===== src/rtl/row_bank_demux_pkg.sv =====
// Shared types for the data_router bank mux/demux pair: FSM states, bank index, bank-count limit.
package data_router_pkg;

  localparam int MAX_BANKS = 4;

  typedef logic [1:0] bank_idx_t;

  typedef enum logic [1:0] {
    ST_IDLE  = 2'd0,
    ST_WRITE = 2'd1,
    ST_DONE  = 2'd2
  } state_t;

endpackage


===== src/rtl/row_bank_demux_if.sv =====
// Row stream in, per-bank write port out. Adds bank_stall when DEMUX_BANK_STALL_EN is defined.
interface row_bank_demux_if
  import data_router_pkg::*;
#(
  parameter int DW    = 8,
  parameter int POY   = 3,
  parameter int BUFW  = 32,
  parameter int DEPTH = 64,
  parameter int AW    = $clog2(DEPTH),
  parameter int CW    = $clog2(POY*DEPTH+1)
) ();

  logic            start;
  logic [CW-1:0]   cfg_total;
  logic            in_valid;
  logic            in_ready;
  logic [DW-1:0]   in_data [BUFW];
  logic [POY-1:0]  wr_en;
  bank_idx_t       wr_bank;
  logic [AW-1:0]   wr_addr;
  logic [DW-1:0]   wr_data [BUFW];
  logic            busy;
  logic            done;

`ifdef DEMUX_BANK_STALL_EN
  logic [POY-1:0]  bank_stall;

  modport master (
    output start, cfg_total, in_valid, in_data, bank_stall,
    input  in_ready, wr_en, wr_bank, wr_addr, wr_data, busy, done
  );

  modport slave (
    input  start, cfg_total, in_valid, in_data, bank_stall,
    output in_ready, wr_en, wr_bank, wr_addr, wr_data, busy, done
  );
`else
  modport master (
    output start, cfg_total, in_valid, in_data,
    input  in_ready, wr_en, wr_bank, wr_addr, wr_data, busy, done
  );

  modport slave (
    input  start, cfg_total, in_valid, in_data,
    output in_ready, wr_en, wr_bank, wr_addr, wr_data, busy, done
  );
`endif

endinterface


===== src/rtl/row_bank_demux_ptr_gen.sv =====
// Round-robin bank/address counter: bank steps per advance, address steps on bank wrap.
// Clear has priority over advance; one-cycle register latency.
module bank_ptr_gen
  import data_router_pkg::*;
#(
  parameter int POY = 3,
  parameter int AW  = 6
) (
  input  logic          clk,
  input  logic          rst_n,
  input  logic          i_clr,
  input  logic          i_adv,
  output bank_idx_t     o_bank,
  output logic [AW-1:0] o_addr
);

  localparam bank_idx_t LAST_BANK = bank_idx_t'(POY - 1);

  bank_idx_t     r_bank;
  logic [AW-1:0] r_addr;

  always_ff @(posedge clk or negedge rst_n) begin
    if (!rst_n) begin
      r_bank <= '0;
      r_addr <= '0;
    end else if (i_clr) begin
      r_bank <= '0;
      r_addr <= '0;
    end else if (i_adv) begin
      if (r_bank == LAST_BANK) begin
        r_bank <= '0;
        r_addr <= r_addr + AW'(1);
      end else begin
        r_bank <= r_bank + 2'd1;
      end
    end
  end

  assign o_bank = r_bank;
  assign o_addr = r_addr;

endmodule


===== src/rtl/row_bank_demux.sv =====
// Scatters a valid/ready row stream round-robin over POY banks; write port is one cycle after accept.
// Backpressure: in_ready only in WRITE (and, with DEMUX_BANK_STALL_EN, not while the target bank stalls).
module row_bank_demux
  import data_router_pkg::*;
#(
  parameter int DW    = 8,
  parameter int POY   = 3,
  parameter int BUFW  = 32,
  parameter int DEPTH = 64,
  parameter int AW    = $clog2(DEPTH),
  parameter int CW    = $clog2(POY*DEPTH+1)
) (
  input  logic              clk,
  input  logic              rst_n,
  row_bank_demux_if.slave   bus
);

  localparam logic [CW-1:0] MAX_ROWS = CW'(POY * DEPTH);

  if (POY < 1 || POY > MAX_BANKS) begin : g_poy_check
    $error("row_bank_demux: POY must be in 1..MAX_BANKS");
  end

  state_t          r_state;
  state_t          w_state_nxt;
  logic [CW-1:0]   r_total;
  logic [CW-1:0]   r_count;
  logic [CW-1:0]   w_total_clamped;
  logic            w_start_ok;
  logic            w_ready;
  logic            w_accept;
  logic            w_last;
  logic            w_stall;
  bank_idx_t       w_bank;
  logic [AW-1:0]   w_addr;
  logic [POY-1:0]  w_bank_oh;

  logic [POY-1:0]  r_wr_en;
  bank_idx_t       r_wr_bank;
  logic [AW-1:0]   r_wr_addr;
  logic [DW-1:0]   r_wr_data [BUFW];

  bank_ptr_gen #(.POY(POY), .AW(AW)) u_ptr (
    .clk    (clk),
    .rst_n  (rst_n),
    .i_clr  (w_start_ok),
    .i_adv  (w_accept),
    .o_bank (w_bank),
    .o_addr (w_addr)
  );

  always_comb begin
    w_bank_oh = '0;
    for (int i = 0; i < POY; i++) begin
      w_bank_oh[i] = (w_bank == bank_idx_t'(i));
    end
  end

`ifdef DEMUX_BANK_STALL_EN
  assign w_stall = |(bus.bank_stall & w_bank_oh);
`else
  assign w_stall = 1'b0;
`endif

  assign w_total_clamped = (bus.cfg_total > MAX_ROWS) ? MAX_ROWS : bus.cfg_total;
  assign w_start_ok      = bus.start && (r_state == ST_IDLE);
  assign w_ready         = (r_state == ST_WRITE) && !w_stall;
  assign w_accept        = bus.in_valid && w_ready;
  // r_total is never zero in WRITE, so the subtraction cannot wrap there.
  assign w_last          = w_accept && (r_count == r_total - CW'(1));

  always_comb begin
    w_state_nxt = r_state;
    case (r_state)
      ST_IDLE:  if (bus.start) w_state_nxt = (bus.cfg_total == '0) ? ST_DONE : ST_WRITE;
      ST_WRITE: if (w_last)    w_state_nxt = ST_DONE;
      ST_DONE:                 w_state_nxt = ST_IDLE;
      default:                 w_state_nxt = ST_IDLE;
    endcase
  end

  always_ff @(posedge clk or negedge rst_n) begin
    if (!rst_n) begin
      r_state <= ST_IDLE;
      r_total <= '0;
      r_count <= '0;
    end else begin
      r_state <= w_state_nxt;
      if (w_start_ok) begin
        r_total <= w_total_clamped;
        r_count <= '0;
      end else if (w_accept) begin
        r_count <= r_count + CW'(1);
      end
    end
  end

  always_ff @(posedge clk or negedge rst_n) begin
    if (!rst_n) begin
      r_wr_en   <= '0;
      r_wr_bank <= '0;
      r_wr_addr <= '0;
      for (int i = 0; i < BUFW; i++) begin
        r_wr_data[i] <= '0;
      end
    end else begin
      r_wr_en <= w_accept ? w_bank_oh : '0;
      if (w_accept) begin
        r_wr_bank <= w_bank;
        r_wr_addr <= w_addr;
        r_wr_data <= bus.in_data;
      end
    end
  end

  assign bus.in_ready = w_ready;
  assign bus.wr_en    = r_wr_en;
  assign bus.wr_bank  = r_wr_bank;
  assign bus.wr_addr  = r_wr_addr;
  assign bus.wr_data  = r_wr_data;
  assign bus.busy     = (r_state != ST_IDLE);
  assign bus.done     = (r_state == ST_DONE);

endmodule


===== src/flat_wrapper.sv =====
// flat-port wrapper written by rule: the top's interface ports become plain ports
module row_bank_demux_flat import data_router_pkg::*;
#(
  parameter int DW    = 8,
  parameter int POY   = 3,
  parameter int BUFW  = 32,
  parameter int DEPTH = 64,
  parameter int AW    = $clog2(DEPTH),
  parameter int CW    = $clog2(POY*DEPTH+1)
)
  (clk, rst_n, bus_start, bus_cfg_total, bus_in_valid, bus_in_data, bus_in_ready, bus_wr_en, bus_wr_bank, bus_wr_addr, bus_wr_data, bus_busy, bus_done);
  row_bank_demux_if #(.DW(DW), .POY(POY), .BUFW(BUFW), .DEPTH(DEPTH), .AW(AW), .CW(CW)) bus_i ();
  input  logic clk;
  input  logic rst_n;
  input wire logic [$bits(bus_i.start)-1:0] bus_start;
  input wire logic [$bits(bus_i.cfg_total)-1:0] bus_cfg_total;
  input wire logic [$bits(bus_i.in_valid)-1:0] bus_in_valid;
  input wire logic [$bits(bus_i.in_data)-1:0] bus_in_data;
  output wire logic [$bits(bus_i.in_ready)-1:0] bus_in_ready;
  output wire logic [$bits(bus_i.wr_en)-1:0] bus_wr_en;
  output wire logic [$bits(bus_i.wr_bank)-1:0] bus_wr_bank;
  output wire logic [$bits(bus_i.wr_addr)-1:0] bus_wr_addr;
  output wire logic [$bits(bus_i.wr_data)-1:0] bus_wr_data;
  output wire logic [$bits(bus_i.busy)-1:0] bus_busy;
  output wire logic [$bits(bus_i.done)-1:0] bus_done;
  assign bus_i.start = bus_start;
  assign bus_i.cfg_total = bus_cfg_total;
  assign bus_i.in_valid = bus_in_valid;
  assign bus_i.in_data = {>>{bus_in_data}};
  assign bus_in_ready = bus_i.in_ready;
  assign bus_wr_en = bus_i.wr_en;
  assign bus_wr_bank = bus_i.wr_bank;
  assign bus_wr_addr = bus_i.wr_addr;
  assign bus_wr_data = {>>{bus_i.wr_data}};
  assign bus_busy = bus_i.busy;
  assign bus_done = bus_i.done;
  row_bank_demux #(.DW(DW), .POY(POY), .BUFW(BUFW), .DEPTH(DEPTH), .AW(AW), .CW(CW)) u_core (.clk(clk), .rst_n(rst_n), .bus(bus_i));
endmodule

===== config.mk =====
export PLATFORM = sky130hd
export DESIGN_NAME = row_bank_demux_flat
export DESIGN_NICKNAME = d
export VERILOG_FILES = /design/src/rtl/row_bank_demux_pkg.sv /design/src/rtl/row_bank_demux_if.sv /design/src/rtl/row_bank_demux_ptr_gen.sv /design/src/rtl/row_bank_demux.sv /design/src/flat_wrapper.sv
export SDC_FILE = /design/constraint.sdc
export NUM_CORES = 1
export LEC_CHECK = 0
export ABC_CLOCK_PERIOD_IN_PS = 1900
export CAP_MARGIN = 25
export CORE_AREA = 2 2 209 211
export CTS_CLUSTER_SIZE = 12
export DETAILED_ROUTE_END_ITERATION = 10
export DIE_AREA = 0 0 211 213
export PLACE_DENSITY = 0.55
export SLEW_MARGIN = 10
export SYNTH_ARGS = -nofsm -noshare
export SYNTH_HDL_FRONTEND = slang
export SYNTH_SLANG_ARGS = --single-unit

===== constraint.sdc =====
create_clock -name clk -period 1.9 [get_ports clk]
set_input_delay 0.475 -clock clk [delete_from_list [all_inputs] [get_ports clk]]
set_output_delay 0.475 -clock clk [all_outputs]
set_load 0.005 [all_outputs]

* Word-level counts from Yosys, hierarchy flattened
Cells that the tools add are included.
** Word-level totals
- Register bits after elaboration :: 293
- Input bits :: 268
- Output and inout port bits :: 270
- Logic and storage cells :: 77
** Operators by class
- Add/subtract/negate cells :: 4
- Order comparisons :: 1
- Eq/ne operators :: 7
- Multiplexer cells :: 14
- Reduce and logical (&&, ||, !) cells :: 11
** Operators by type and width (count)
- $mux 8 :: 3
- $mux 6 :: 3
- $mux 2 :: 6
- $add 8x1->8 const B :: 1
- $eq 8x8->1 :: 1
- $gt 8x8->1 const B :: 1
- $logic_not 8->1 :: 1
- $sub 8x1->8 const B :: 1
- $add 6x1->6 const B :: 1
- $reduce_bool 2->1 :: 3
- $eq 2x1->1 const B :: 2
- $eq 2x2->1 const B :: 2
- $logic_not 2->1 :: 2
- $ne 2x2->1 const B :: 2
- $pmux 2 s2 :: 1
- $reduce_and 2->1 :: 2
- $logic_and 1x1->1 :: 3
- $mux 3 :: 1
- $add 2x1->2 const B :: 1

* Depth between registers and ports, before layout
Gate-level depths: netlist (run 1).
- Depth in word-level cells :: 5
- Gate-level depth with buffers :: 6

* Cells and area by module
A second synthesis (run 1) with hierarchy kept.
** Second synthesis, totals
- Cells, all modules :: 1277
- Area total of the unflattened synthesis :: 11398.4 µm²
** By module, submodules not included
- row_bank_demux :: times used 1, cells an instance 1239, area an instance 11013.1 µm², sequential area each 7131.8 µm²
- bank_ptr_gen :: times used 1, cells an instance 38, area an instance 385.4 µm², sequential area each 200.2 µm²

* Worst setup path before layout (run 1)
Ideal clock, no wire load.
- Path kind :: register to register
- From :: reg u_core.r_total[0]
- To :: reg u_core.r_state[0]
- Library setup time :: 131 ps
- Arrival :: 1339 ps
- Data required time :: 1769 ps
- Setup slack :: 430 ps
- Stages on the path, launching flop included :: 7
- Period minus slack after synthesis :: 1470 ps
- Cells stage by stage :: dfrtp_1 -> inv_1 -> ha_1 -> xor2_1 -> nand3_2 -> nor4_1 -> a31oi_1
** On the way
- Cells in the longest elaborated chain, start to end :: 5
** Ends and longest elaborated chain
- from (decl) :: line row_bank_demux.sv:26 : logic [CW-1:0] r_total;
- from (signal assigned) :: line row_bank_demux.sv:90 : r_total <= w_total_clamped;
- $sub 8x1->8 :: line row_bank_demux.sv:70 : assign w_last = w_accept && (r_count == r_total - CW'(1));
- $eq 8x8->1 :: line row_bank_demux.sv:70
- $logic_and 1x1->1 :: line row_bank_demux.sv:70
- $ne 2x2->1 (no source line)
- $reduce_and 2->1 (no source line)
- to (signal assigned) :: line row_bank_demux.sv:88 : r_state <= w_state_nxt;
- to (decl) :: line row_bank_demux.sv:24 : state_t r_state;
No other way between the ends.
A chain may end at the register's enable or synchronous reset.

* Worst setup path in the final report (run 1)
- From :: reg u_core.r_wr_data, in the netlist u_core.bus.wr_data[246]
- To :: out bus_wr_data[246]
** RTL lines
- from (decl) :: line row_bank_demux.sv:41 : logic [DW-1:0] r_wr_data [BUFW];
- from (signal assigned) :: line row_bank_demux.sv:111 : r_wr_data <= bus.in_data;
- to (decl) :: line flat_wrapper.sv:23 : output wire logic [$bits(bus_i.wr_data)-1:0] bus_wr_data;
No word-level cell between the ends.

==> results of run 1 <==
power breakdown:
| part | switching, W | internal (W) | total, W |
|---|---|---|---|
| Combinational | 0.00381 | 0.00426 | 0.00807 |
| Sequential | 0.00127 | 0.00839 | 0.00966 |
| Clock | 0.00260 | 0.00375 | 0.00635 |
metal layers:
metal	GRT usage	vias to the layer above
li1	-	5079
met1	0.206	4775
met2	0.288	359
met3	0.0684	54
met4	0.0488	0
met5	0	-
registers in the layout, indices dropped and copies added (netlist names):
register,count
u_core.u_ptr.o_addr,6
u_core.bus.wr_en,3
u_core.bus.wr_addr,6
u_core.r_total,8
u_core.bus.wr_bank,2
u_core.bus.wr_data,256
u_core.r_state,2
u_core.r_count,8
u_core.u_ptr.o_bank,2
path summary, 6_finish.rpt:
| check | start | endpoint | slack (ps) | cells after the start |
|---|---|---|---|---|
| setup / recovery | u_core.bus.wr_data[246]$_DFFE_PN0P_ | bus_wr_data[246] | 40 | 1 |
| hold / removal | rst_n | u_core.bus.wr_data[91]$_DFFE_PN0P_ | 440 | 2 |
| setup reg to reg | u_core.r_total[0]$_DFFE_PN0P_ | u_core.r_state[0]$_DFFE_PN0P_ | 250 | 6 |
| hold reg to reg | u_core.bus.wr_data[158]$_DFFE_PN0P_ | u_core.bus.wr_data[158]$_DFFE_PN0P_ | 460 | 2 |
| max in group asynchronous | rst_n | u_core.bus.wr_data[109]$_DFFE_PN0P_ | 750 | 3 |
| min in group clk | u_core.bus.wr_data[158]$_DFFE_PN0P_ | u_core.bus.wr_data[158]$_DFFE_PN0P_ | 460 | 2 |
worst register-to-register path: cells and delay by family (launching register included):
kind | cells | cell delay, ps
compound gates | 1 | 120
xor+xnor | 1 | 220
fa+ha+maj | 1 | 300
buf+inv | 1 | 80
flops | 1 | 390
simple gates | 2 | 400
cell usage after synthesis, types with 5 or more instances:
library cell and n:
nor2_1 17, nand4_1 7, buf_2 34, nand3_1 8
buf_4 5, nand2_1 817, xnor2_1 17, a21oi_1 5
nor3_2 5, clkbuf_1 20, xor2_1 6, dfrtp_1 293
cell families after synthesis:
kind of cell / Yosys count
xor+xnor: 23
simple gates: 878
flops: 293
buf+inv: 67
fa+ha+maj: 3
compound gates: 13
per-stage QoR:
| stage | util | TNS (ps) | instances | hold slack, ps |
|---|---|---|---|---|
| floorplan | - | 0 | 1277 | 179 |
| global placement | 0.417 | -5890 | 2354 | 419 |
| detailed placement | 0.417 | -5820 | 2354 | 420 |
| CTS | 0.439 | -9.61 | 2425 | 428 |
| global route | 0.444 | -9.69 | 2434 | 439 |
| finish | 0.444 | 0 | 2434 | 443 |
layout make-up:
| class | count | area (um^2) |
|---|---|---|
| Timing Repair Buffer | 614 | 6060 |
| Clock inverter | 6 | 30.0 |
| Fill cell | 4201 | 23700 |
| Multi-Input combinational cell | 917 | 3800 |
| Clock buffer | 54 | 1040 |
| Tap cell | 546 | 683 |
| Sequential cell | 293 | 7330 |
| Inverter | 4 | 15.0 |
timing repair:
item	CTS	global route
endpoints found under the hold margin	33	0
pin swaps	1	0
hold buffers	1	0
buffers inserted	10	9
setup endpoints to repair	199	69
gates resized for setup	208	66
==> out/metrics.cfg, run 1 <==
[clock_network]
tritoncts = built
clk_transition_reported_paths_ps = 60
max-clock-path-buffers = 3
cts_sinks = 293
cts_buffers = 34
cts_root_buffer = clkbuf_16
clock_insertion_delay_worst_skew_ps = 530
clock_tree.htree_level_count = 2

[die]
die_y_um = 213
design.die.area_um2 = 44900
std_cell_rows = 76
design.core.area_um2 = 42700
initial_core_util = 0.268
i_o_pin_count = 538
die_width_um = 211

[timing]
post-route-worst-setup-slack_ps = 40.4
fmax_mhz = 538
layout_worst_path_cycle_share = 0.979
worst_pin_slew_ps = 402
max-slew-margin-rel = 0.732
clock_skew_ps = 7.28
final-setup-viol-count = 0
min_period_ps = 1860
final_hold_viol_count = 0
maxSlewViolCount = 0

[cells_and_area]
stdcell_area_um2 = 19000
finalNetCount = 2135
drive_above_1_share = 0.0757
mostFrequentLayoutCells = nand2_1, dfrtp_1, clkdlybuf4s50_1
synthToLayoutAreaGrowth_pct = 65.9
mostFrequentLayoutCell = nand2_1
diodes = 0

[power_and_ir_drop]
post-layout-total-power_w = 0.0241
pwr_density_cell_nw_per_um2 = 1270
max-vdd-ir-drop_v = 0.000665
power_leakage_nw = 10.4

[drt]
ant_nets = 0
detail_route.wl_per_cell_um = 16.3
met2_wirelength_mm = 19.1
met3RoutedLength_mm = 3.74
detailedRoute.firstIterationViolations = 484
vias = 10267
met1Wirelength_mm = 15.9
drt-pass1-iter-count = 4
maxUsedRoutingLayer = met4
via_density_per_instance = 4.22
routed_wl_mm = 39.6
post_route_drc = 0

[critical_path]
required_arrival_time_at_the_worst_endpoint_ps = 1420
worst_setup_path_start_kind = flip-flop
critical_path_class = reg2out
critPathCaptureType = primary output
cpPeakStageDelay_ps = 510
crit_slowest_cell = clkdlybuf4s50_1
critPathArrivalTime_ps = 1380
worstPathCellList = clkdlybuf4s50_1
worstPathMaxFanout = 2
cp_top_family = buffers and inverters
buffers_plus_inverters_on_the_worst_setup_path = 1

[place]
gp_congestion = 0.804
io_port_bufs = 537
dp_hpwl_mm = 29.6
placement.setup.worst_slack_ps = -65.9
placed_area_um2 = 17800

[synth]
largest_family_of_logic_cells_by_synthesized_area = simple AND/OR/NAND/NOR gates
syn-num-nets = 1548
synthFlopType = dfrtp_1
yosys.area_share.simple = 0.303
synth_edf_count = 0
synth_async_sr_flop_share = 1.00
yosys_register_bits = 293
post_synth_xor_xnor_area = 0.0176
synth_cell_type_count = 36
synth.area.mux_share = 0
synth_sequential_area_ratio = 0.642
post_synth_instance_area_um2 = 11400
avgSynthCellArea_um2 = 8.95
synthesized_area_fraction_occupied_by_adder_cells = 0.00329
post_synth_inst_count = 1277
yosys.area.top_type = dfrtp_1
synthTopCellsByArea = dfrtp_1, nand2_1, buf_2
post-synth-top-area-fraction = 0.642
share_of_the_synthesized_area_in_compound_gates_ao_oa_aoi_oai = 0.00679
yosysWarningCount = 0

[global_route]
grt_first_pass_wirelength_mm = 60.1
grtUsageTotal = 0.172
grt_max_degree = 60
grt_overflow = 0
grt_pass1_vias = 10385
antenna_found_initial = 0

[job]
max_cap_violations = 0

[outcome]
outcome = finished, final reports clean

[min_path]
timing.hold.worst.class = in2async

Power figures use the tool's default switching activity.
==> inputs of run 2 (changes only) <==
--- a/config.mk
+++ b/config.mk
@@ -7,11 +7,12 @@
 export LEC_CHECK = 0
 export ABC_CLOCK_PERIOD_IN_PS = 1900
 export CAP_MARGIN = 25
-export CORE_AREA = 2 2 209 211
+export CORE_AREA = 2 2 206 208
+export CTS_BUF_LIST = sky130_fd_sc_hd__clkbuf_2
 export CTS_CLUSTER_SIZE = 12
 export DETAILED_ROUTE_END_ITERATION = 10
-export DIE_AREA = 0 0 211 213
-export PLACE_DENSITY = 0.55
+export DIE_AREA = 0 0 208 210
+export PLACE_DENSITY = 0.57
 export SLEW_MARGIN = 10
 export SYNTH_ARGS = -nofsm -noshare
 export SYNTH_HDL_FRONTEND = slang
==> run 2 against run 1 <==
Net effect: the flow now finishes with violations (setup timing); worst hold slack got worse by 270 ps; worst setup slack got worse by 330 ps; total power fell by 5.2%; highest routed layer unchanged; flip-flop and latch count did not move; utilization rose by 5.3 points; die area fell by 2.8%; critical endpoint is now bus_in_ready; clock-buffer cell count rose by 61; largest cell class is now buffers; sequential power barely moved; sequential share of layout area fell by 3.1 points; register-to-register slack barely moved; critical path depth rose by 2.
==> out/metrics.cfg, run 2 (synthesis results as in run 1) <==
[outcome]
outcome = finished, violations left
failed_checks = setup timing

[timing]
final-setup-viol-count = 116  ; +116
totalNegativeSetupSlack_ps = -2540  ; -2540 ps
holdWs_ps = 168  ; -275 ps
min_period_ps = 2190  ; +325 ps
fmax_mhz = 458  ; -15%
maxSlewViolCount = 0  ; unchanged
layout_worst_path_cycle_share = 1.15  ; +0.171
worst_pin_slew_ps = 396  ; -6.32 ps
max-slew-margin-rel = 0.736  ; +0.00421
grt_setup_unrepaired = true
clock_skew_ps = 62.4  ; +55.2 ps
post-route-worst-setup-slack_ps = -285  ; -325 ps
final_hold_viol_count = 0  ; unchanged

[power_and_ir_drop]
internal-power_w = 0.0148  ; -10%
power_leakage_nw = 10.9  ; +4.6%
max-vdd-ir-drop_v = 0.000539  ; -19%
share_seq_of_total_power = 0.424  ; +0.023
power.share.switching = 0.354  ; +0.0349
post-layout-total-power_w = 0.0228  ; -5.2%
power.clock.fraction = 0.191  ; -0.073
power_switching_w = 0.00808  ; +5.2%
pwr_density_cell_nw_per_um2 = 1110  ; -13%
power_frac_comb = 0.384  ; +0.049

[critical_path]
worstSetupPathDepth = 3  ; +2
depth_of_the_most_critical_reg_to_reg_path = 6  ; unchanged
critical_path_class = reg2out
r2r_start = u_core.r_total[0]$_DFFE_PN0P_
critPathCaptureType = primary output
buffers_plus_inverters_on_the_worst_setup_path = 2  ; +1
worstPathMaxFanout = 3  ; +1
critPathArrivalTime_ps = 1710  ; +330 ps
regToRegEndpoint = u_core.r_state[0]$_DFFE_PN0P_
cpPeakStageDelay_ps = 410  ; -100 ps
worst_setup_path_start_kind = flip-flop
worstPathCellList = buf_4 > nor2b_4 > buf_6
cp_top_family = flip-flops
required_arrival_time_at_the_worst_endpoint_ps = 1420  ; about the same
r2r_setup_slack_ps = 260  ; about the same
worstSetupStartpoint = u_core.r_state[1]$_DFFE_PN0P_
crit_slowest_cell = dfrtp_1
timing.critical_path.to = bus_in_ready

[drt]
routed_wl_mm = 42.3  ; +6.9%
vias = 11882  ; +16%
detail_route.wl_per_cell_um = 15.0  ; -8.0%
drt-pass1-iter-count = 5  ; +1
via_density_per_instance = 4.20  ; -0.39%
detailedRoute.firstIterationViolations = 612  ; +26%
post_route_drc = 0  ; unchanged
ant_nets = 0  ; unchanged

[global_route]
grtUsageTotal = 0.189  ; +0.0166
grt_first_pass_wirelength_mm = 65.7  ; +9.3%
antenna_found_initial = 1  ; +1
grt_overflow = 0  ; unchanged
grt_max_degree = 52  ; -13%
grt_pass1_vias = 12369  ; +19%

[min_path]
hold_start = bus_in_data[41]
timing.hold.worst.class = in2reg

[place]
dp_hpwl_mm = 28.5  ; -3.5%
io_port_bufs = 537  ; unchanged
gp_congestion = 0.777  ; -3.4%
dp_cells = 2340  ; -0.59%

[clock_network]
max-clock-path-buffers = 3  ; unchanged
cts_root_buffer = clkbuf_2
cts_buffers = 80  ; +140%
cts_sinks = 293  ; unchanged
clock_insertion_delay_worst_skew_ps = 920  ; +390 ps
tritoncts = built
clock_tree.htree_level_count = 3  ; +1
clk_transition_reported_paths_ps = 90  ; +30 ps

[job]
max_cap_violations = 0  ; unchanged

[die]
die_width_um = 208  ; -1.4%
design.core.area_um2 = 41500  ; -2.9%
std_cell_rows = 75  ; -1.3%
die_y_um = 210  ; -1.4%
i_o_pin_count = 538  ; unchanged
initial_core_util = 0.275  ; +0.00786
design.die.area_um2 = 43700  ; -2.8%

[cells_and_area]
utilization = 0.497  ; +0.0529
drive_above_1_share = 0.242  ; +0.166
largest_register_ff_count = 256  ; unchanged
mostFrequentLayoutCells = nand2_1, dfrtp_1, clkdlybuf4s50_1
finalNetCount = 2505  ; +17%
post_layout_nonfiller_instances = 2828  ; +16%
synthToLayoutAreaGrowth_pct = 80.4
mostFrequentLayoutCell = nand2_1

[run 2: changes by cell type in the layout (fill, tap and decap cells not counted), sizes merged]
cell | before | now
inv | 4 | 5
dlymetal6s2s | 64 | 0
dlygate4sd3 | 1 | 253
buf | 79 | 419
clkdlybuf4s50 | 276 | 266
clkbuf | 55 | 115
dlygate4sd2 | 193 | 0
diode | 0 | 1
clkinv | 6 | 19
bufinv | 0 | 1
[run 2: layout make-up]
class | count | area (um^2)
flip-flops and latches | 293 | 7330
fillers | 3904 | 20900
inverters | 4 | 15.0
multi-input cells | 917 | 3800
well taps | 539 | 674
repair buffers | 938 | 8100
clock buffers | 115 | 576
clock inverters | 21 | 108
diodes | 1 | 2.50
[run 2: layer usage]
layer / wire [um] / track usage / vias to the layer above
li1: - / - / 5836
met1: 17600 / 0.228 / 5520
met2: 20500 / 0.316 / 446
met3: 3000 / 0.0538 / 80
met4: 1250 / 0.0817 / 0
met5: 0 / 0 / -
[run 2: power groups by stage]
stage,clock [W],combinational (W),sequential (W)
2_1_floorplan,0,0.00270,0.00985
3_3_place_gp,0,0.00906,0.00975
3_5_place_dp,0,0.00912,0.00981
4_1_cts,0.00463,0.00816,0.00967
5_1_grt,0.00501,0.00965,0.00995
6_report,0.00437,0.00877,0.00969
[run 2: tightest hold or removal path, delay by kind of cell]
kind / cells / cell delay, ps
buf+inv: 1 / 400
simple gates: 2 / 110
[run 2: how the worst min path moves through the flow]
stage | depth (start not counted) | slack (ps) | end
floorplan | 0 | 180 | u_core.bus.wr_addr[0]$_DFFE_PN0P_
finish | 3 | 170 | u_core.bus.wr_data[41]$_DFFE_PN0P_
global route | 3 | 40 | u_core.bus.wr_data[41]$_DFFE_PN0P_
detailed placement | 2 | 460 | u_core.bus.wr_data[172]$_DFFE_PN0P_
CTS | 3 | 1 | u_core.bus.wr_data[40]$_DFFE_PN0P_
global placement | 2 | 460 | u_core.bus.wr_data[132]$_DFFE_PN0P_
[run 2: what timing repair did]
item | CTS | global route
endpoints found under the setup margin | 270 | 270
hold endpoints to repair | 544 | 0
hold buffers | 254 | 0
pin swaps | 1 | 1
resized for setup | 1114 | 6
buffers inserted | 34 | 63
[run 2: stage by stage]
stage	area (um^2)	setup WS (ps)
6_report	20600	-285
5_1_grt	20600	-474
4_1_cts	20100	-503
3_5_place_dp	17800	-23.4
3_3_place_gp	17800	-28.2
2_1_floorplan	11400	430
==> inputs of run 3 (changes only) <==
--- a/config.mk
+++ b/config.mk
@@ -9,9 +9,11 @@
 export CAP_MARGIN = 25
 export CORE_AREA = 2 2 206 208
 export CTS_BUF_LIST = sky130_fd_sc_hd__clkbuf_2
-export CTS_CLUSTER_SIZE = 12
+export CTS_CLUSTER_SIZE = 24
 export DETAILED_ROUTE_END_ITERATION = 10
 export DIE_AREA = 0 0 208 210
+export GPL_TIMING_DRIVEN = 1
+export HOLD_SLACK_MARGIN = 0.08
 export PLACE_DENSITY = 0.57
 export SLEW_MARGIN = 10
 export SYNTH_ARGS = -nofsm -noshare
==> run 3 against run 2 <==
Net effect: die area unchanged; worst hold slack better by 260 ps; non-clock buffer count up 11; total power about the same; cell count up 0.39%; critical endpoint unchanged; cell area up 0.46%; the run still ends with setup timing left; maximum frequency up 0.27%; combinational power about the same; critical path depth unchanged; via count down 0.11%.
==> out/metrics.cfg, run 3 (synthesis results as in run 1) <==
[outcome]
failed_checks = setup timing
outcome = finished, violations left

[critical_path]
cpPeakStageDelay_ps = 420  ; about the same
cp_top_family = flip-flops
required_arrival_time_at_the_worst_endpoint_ps = 1420  ; about the same
crit_slowest_cell = dfrtp_1
worstPathMaxFanout = 3  ; unchanged
worstPathCellList = buf_4 > nor2b_4 > buf_6
buffers_plus_inverters_on_the_worst_setup_path = 2  ; unchanged
worst_setup_path_start_kind = flip-flop
critPathArrivalTime_ps = 1700  ; about the same
critPathCaptureType = primary output
critical_path_class = reg2out

[place]
dp_hpwl_mm = 28.5  ; unchanged
placement.setup.worst_slack_ps = -23.4  ; unchanged
io_port_bufs = 537  ; unchanged
dp_cells = 2340  ; unchanged
gp_congestion = 0.777  ; unchanged

[power_and_ir_drop]
internal-power_w = 0.0148  ; about the same
power.share.switching = 0.353  ; -0.000415
share_seq_of_total_power = 0.425  ; about the same
power.clock.fraction = 0.192  ; about the same
post-layout-total-power_w = 0.0228  ; about the same
max-vdd-ir-drop_v = 0.000539  ; about the same
pwr_density_cell_nw_per_um2 = 1100  ; -0.51%
power_leakage_nw = 10.9  ; +0.34%
power_switching_w = 0.00806  ; -0.17%
power_frac_comb = 0.384  ; about the same

[global_route]
grt_first_pass_wirelength_mm = 65.6  ; -0.26%
grt_overflow = 0  ; unchanged
antenna_found_initial = 1  ; unchanged
grt_max_degree = 61  ; +17%
grtUsageTotal = 0.188  ; -0.00101
grt_pass1_vias = 12397  ; +0.23%

[timing]
clock_skew_ps = 50.5  ; -11.9 ps
final-setup-viol-count = 118  ; +1.7%
post-route-worst-setup-slack_ps = -279  ; +5.91 ps
worst_pin_slew_ps = 541  ; +145 ps
layout_worst_path_cycle_share = 1.15  ; -0.00311
maxSlewViolCount = 0  ; unchanged
min_period_ps = 2180  ; -5.91 ps
final_hold_viol_count = 0  ; unchanged
fmax_mhz = 459  ; +0.27%
max-slew-margin-rel = 0.639  ; -0.0969
grt_setup_unrepaired = true

[min_path]
timing.hold.worst.class = in2reg

[clock_network]
cts_sinks = 293  ; unchanged
clock_insertion_delay_worst_skew_ps = 910  ; about the same
cts_root_buffer = clkbuf_2
cts_buffers = 80  ; unchanged
max-clock-path-buffers = 3  ; unchanged
clock_tree.htree_level_count = 3  ; unchanged
clk_transition_reported_paths_ps = 100  ; about the same
tritoncts = built

[cells_and_area]
utilization = 0.499  ; +0.00229
largest_register_ff_count = 256  ; unchanged
finalNetCount = 2516  ; +0.44%
mostFrequentLayoutCells = nand2_1, dfrtp_1, dlygate4sd3_1, clkdlybuf4s50_1, buf_2
synthToLayoutAreaGrowth_pct = 81.2
area.sequential_um2 = 7330  ; unchanged
post_layout_nonfiller_instances = 2839  ; +0.39%
n_fill_cell = 3887  ; -0.44%
footprint_of_the_multi_input_gates_um2 = 3800  ; unchanged
drive_above_1_share = 0.240  ; -0.00203
mostFrequentLayoutCell = nand2_1

[die]
initial_core_util = 0.275  ; unchanged
std_cell_rows = 75  ; unchanged
i_o_pin_count = 538  ; unchanged
die_width_um = 208  ; unchanged
design.die.area_um2 = 43700  ; unchanged
die_y_um = 210  ; unchanged
design.core.area_um2 = 41500  ; unchanged

[drt]
post_route_drc = 0  ; unchanged
drt-pass1-iter-count = 5  ; unchanged
vias = 11869  ; -0.11%
via_density_per_instance = 4.18  ; -0.50%
detail_route.wl_per_cell_um = 14.8  ; -1.2%
detailedRoute.firstIterationViolations = 588  ; -3.9%
routed_wl_mm = 42.0  ; -0.82%
ant_nets = 0  ; unchanged

[job]
max_cap_violations = 0  ; unchanged

-- run 3: cell types whose count changed in the layout (fill, tap and decap cells not counted), sizes merged --
cell | before | now
buf | 419 | 417
dlygate4sd3 | 253 | 266
-- run 3: power by group through the flow --
stage / sequential (W) / clock (W) / combinational [W]
after floorplan: 0.00985 / 0 / 0.00270
after global routing: 0.00995 / 0.00501 / 0.00965
final: 0.00969 / 0.00437 / 0.00876
after global placement: 0.00975 / 0 / 0.00906
after CTS: 0.00967 / 0.00463 / 0.00817
after detailed placement: 0.00981 / 0 / 0.00912
-- run 3: repair_timing --
action	in CTS	in global routing
hold buffers	266	0
gates resized for setup	1114	6
pin swaps	1	1
hold endpoints to repair	557	0
buffers inserted	34	62
endpoints found under the setup margin	270	270
-- run 3: through the flow --
step / TNS (ps) / hold slack (ps) / area (um^2)
after floorplan: 0 / 179 / 11400
after CTS: -50990 / 236 / 20200
after global placement: -61.1 / 456 / 17800
after detailed placement: -907 / 461 / 17800
after global routing: -44620 / 294 / 20700
final: -2170 / 425 / 20700
-- run 3: worst paths after layout --
path / from / endpoint / slack, ps / cells after the start
min in group asynchronous: rst_n / u_core.bus.wr_addr[4]$_DFFE_PN0P_ / 650 / 3
max in group asynchronous: rst_n / u_core.bus.wr_data[126]$_DFFE_PN0P_ / 540 / 4
hold / removal: bus_in_valid / u_core.bus.wr_en[2]$_DFF_PN0_ / 420 / 3
setup reg to reg: u_core.r_total[0]$_DFFE_PN0P_ / u_core.r_state[0]$_DFFE_PN0P_ / 260 / 6
setup / recovery: u_core.r_state[1]$_DFFE_PN0P_ / bus_in_ready / -280 / 3
hold reg to reg: u_core.bus.wr_data[50]$_DFFE_PN0P_ / u_core.bus.wr_data[50]$_DFFE_PN0P_ / 470 / 2
-- run 3: layer usage --
layer | global-route usage | up-vias | wire length [um]
li1 | - | 5860 | -
met1 | 0.226 | 5492 | 17500
met2 | 0.316 | 441 | 20400
met3 | 0.0530 | 76 | 2960
met4 | 0.0795 | 0 | 1200
met5 | 0 | - | 0
-- run 3: worst reg2reg max path, delay by kind of cell (launching register included) --
| kind | cells | cell delay (ps) |
|---|---|---|
| flip-flops | 1 | 410 |
| AND/OR/NAND/NOR | 2 | 410 |
| adder cells (fa/ha/maj) | 1 | 300 |
| XOR/XNOR | 1 | 210 |
| AO/OA/AOI/OAI | 1 | 120 |
| buffers and inverters | 1 | 80 |
-- run 3: area by class of cell --
cell class              count  area share
diodes                      1    0.000121
clock inverters            21     0.00520
repair buffers            949       0.396
multi-input cells         917       0.183
flip-flops and latches    293       0.354
well taps                 539      0.0326
clock buffers             115      0.0278
inverters                   4    0.000725
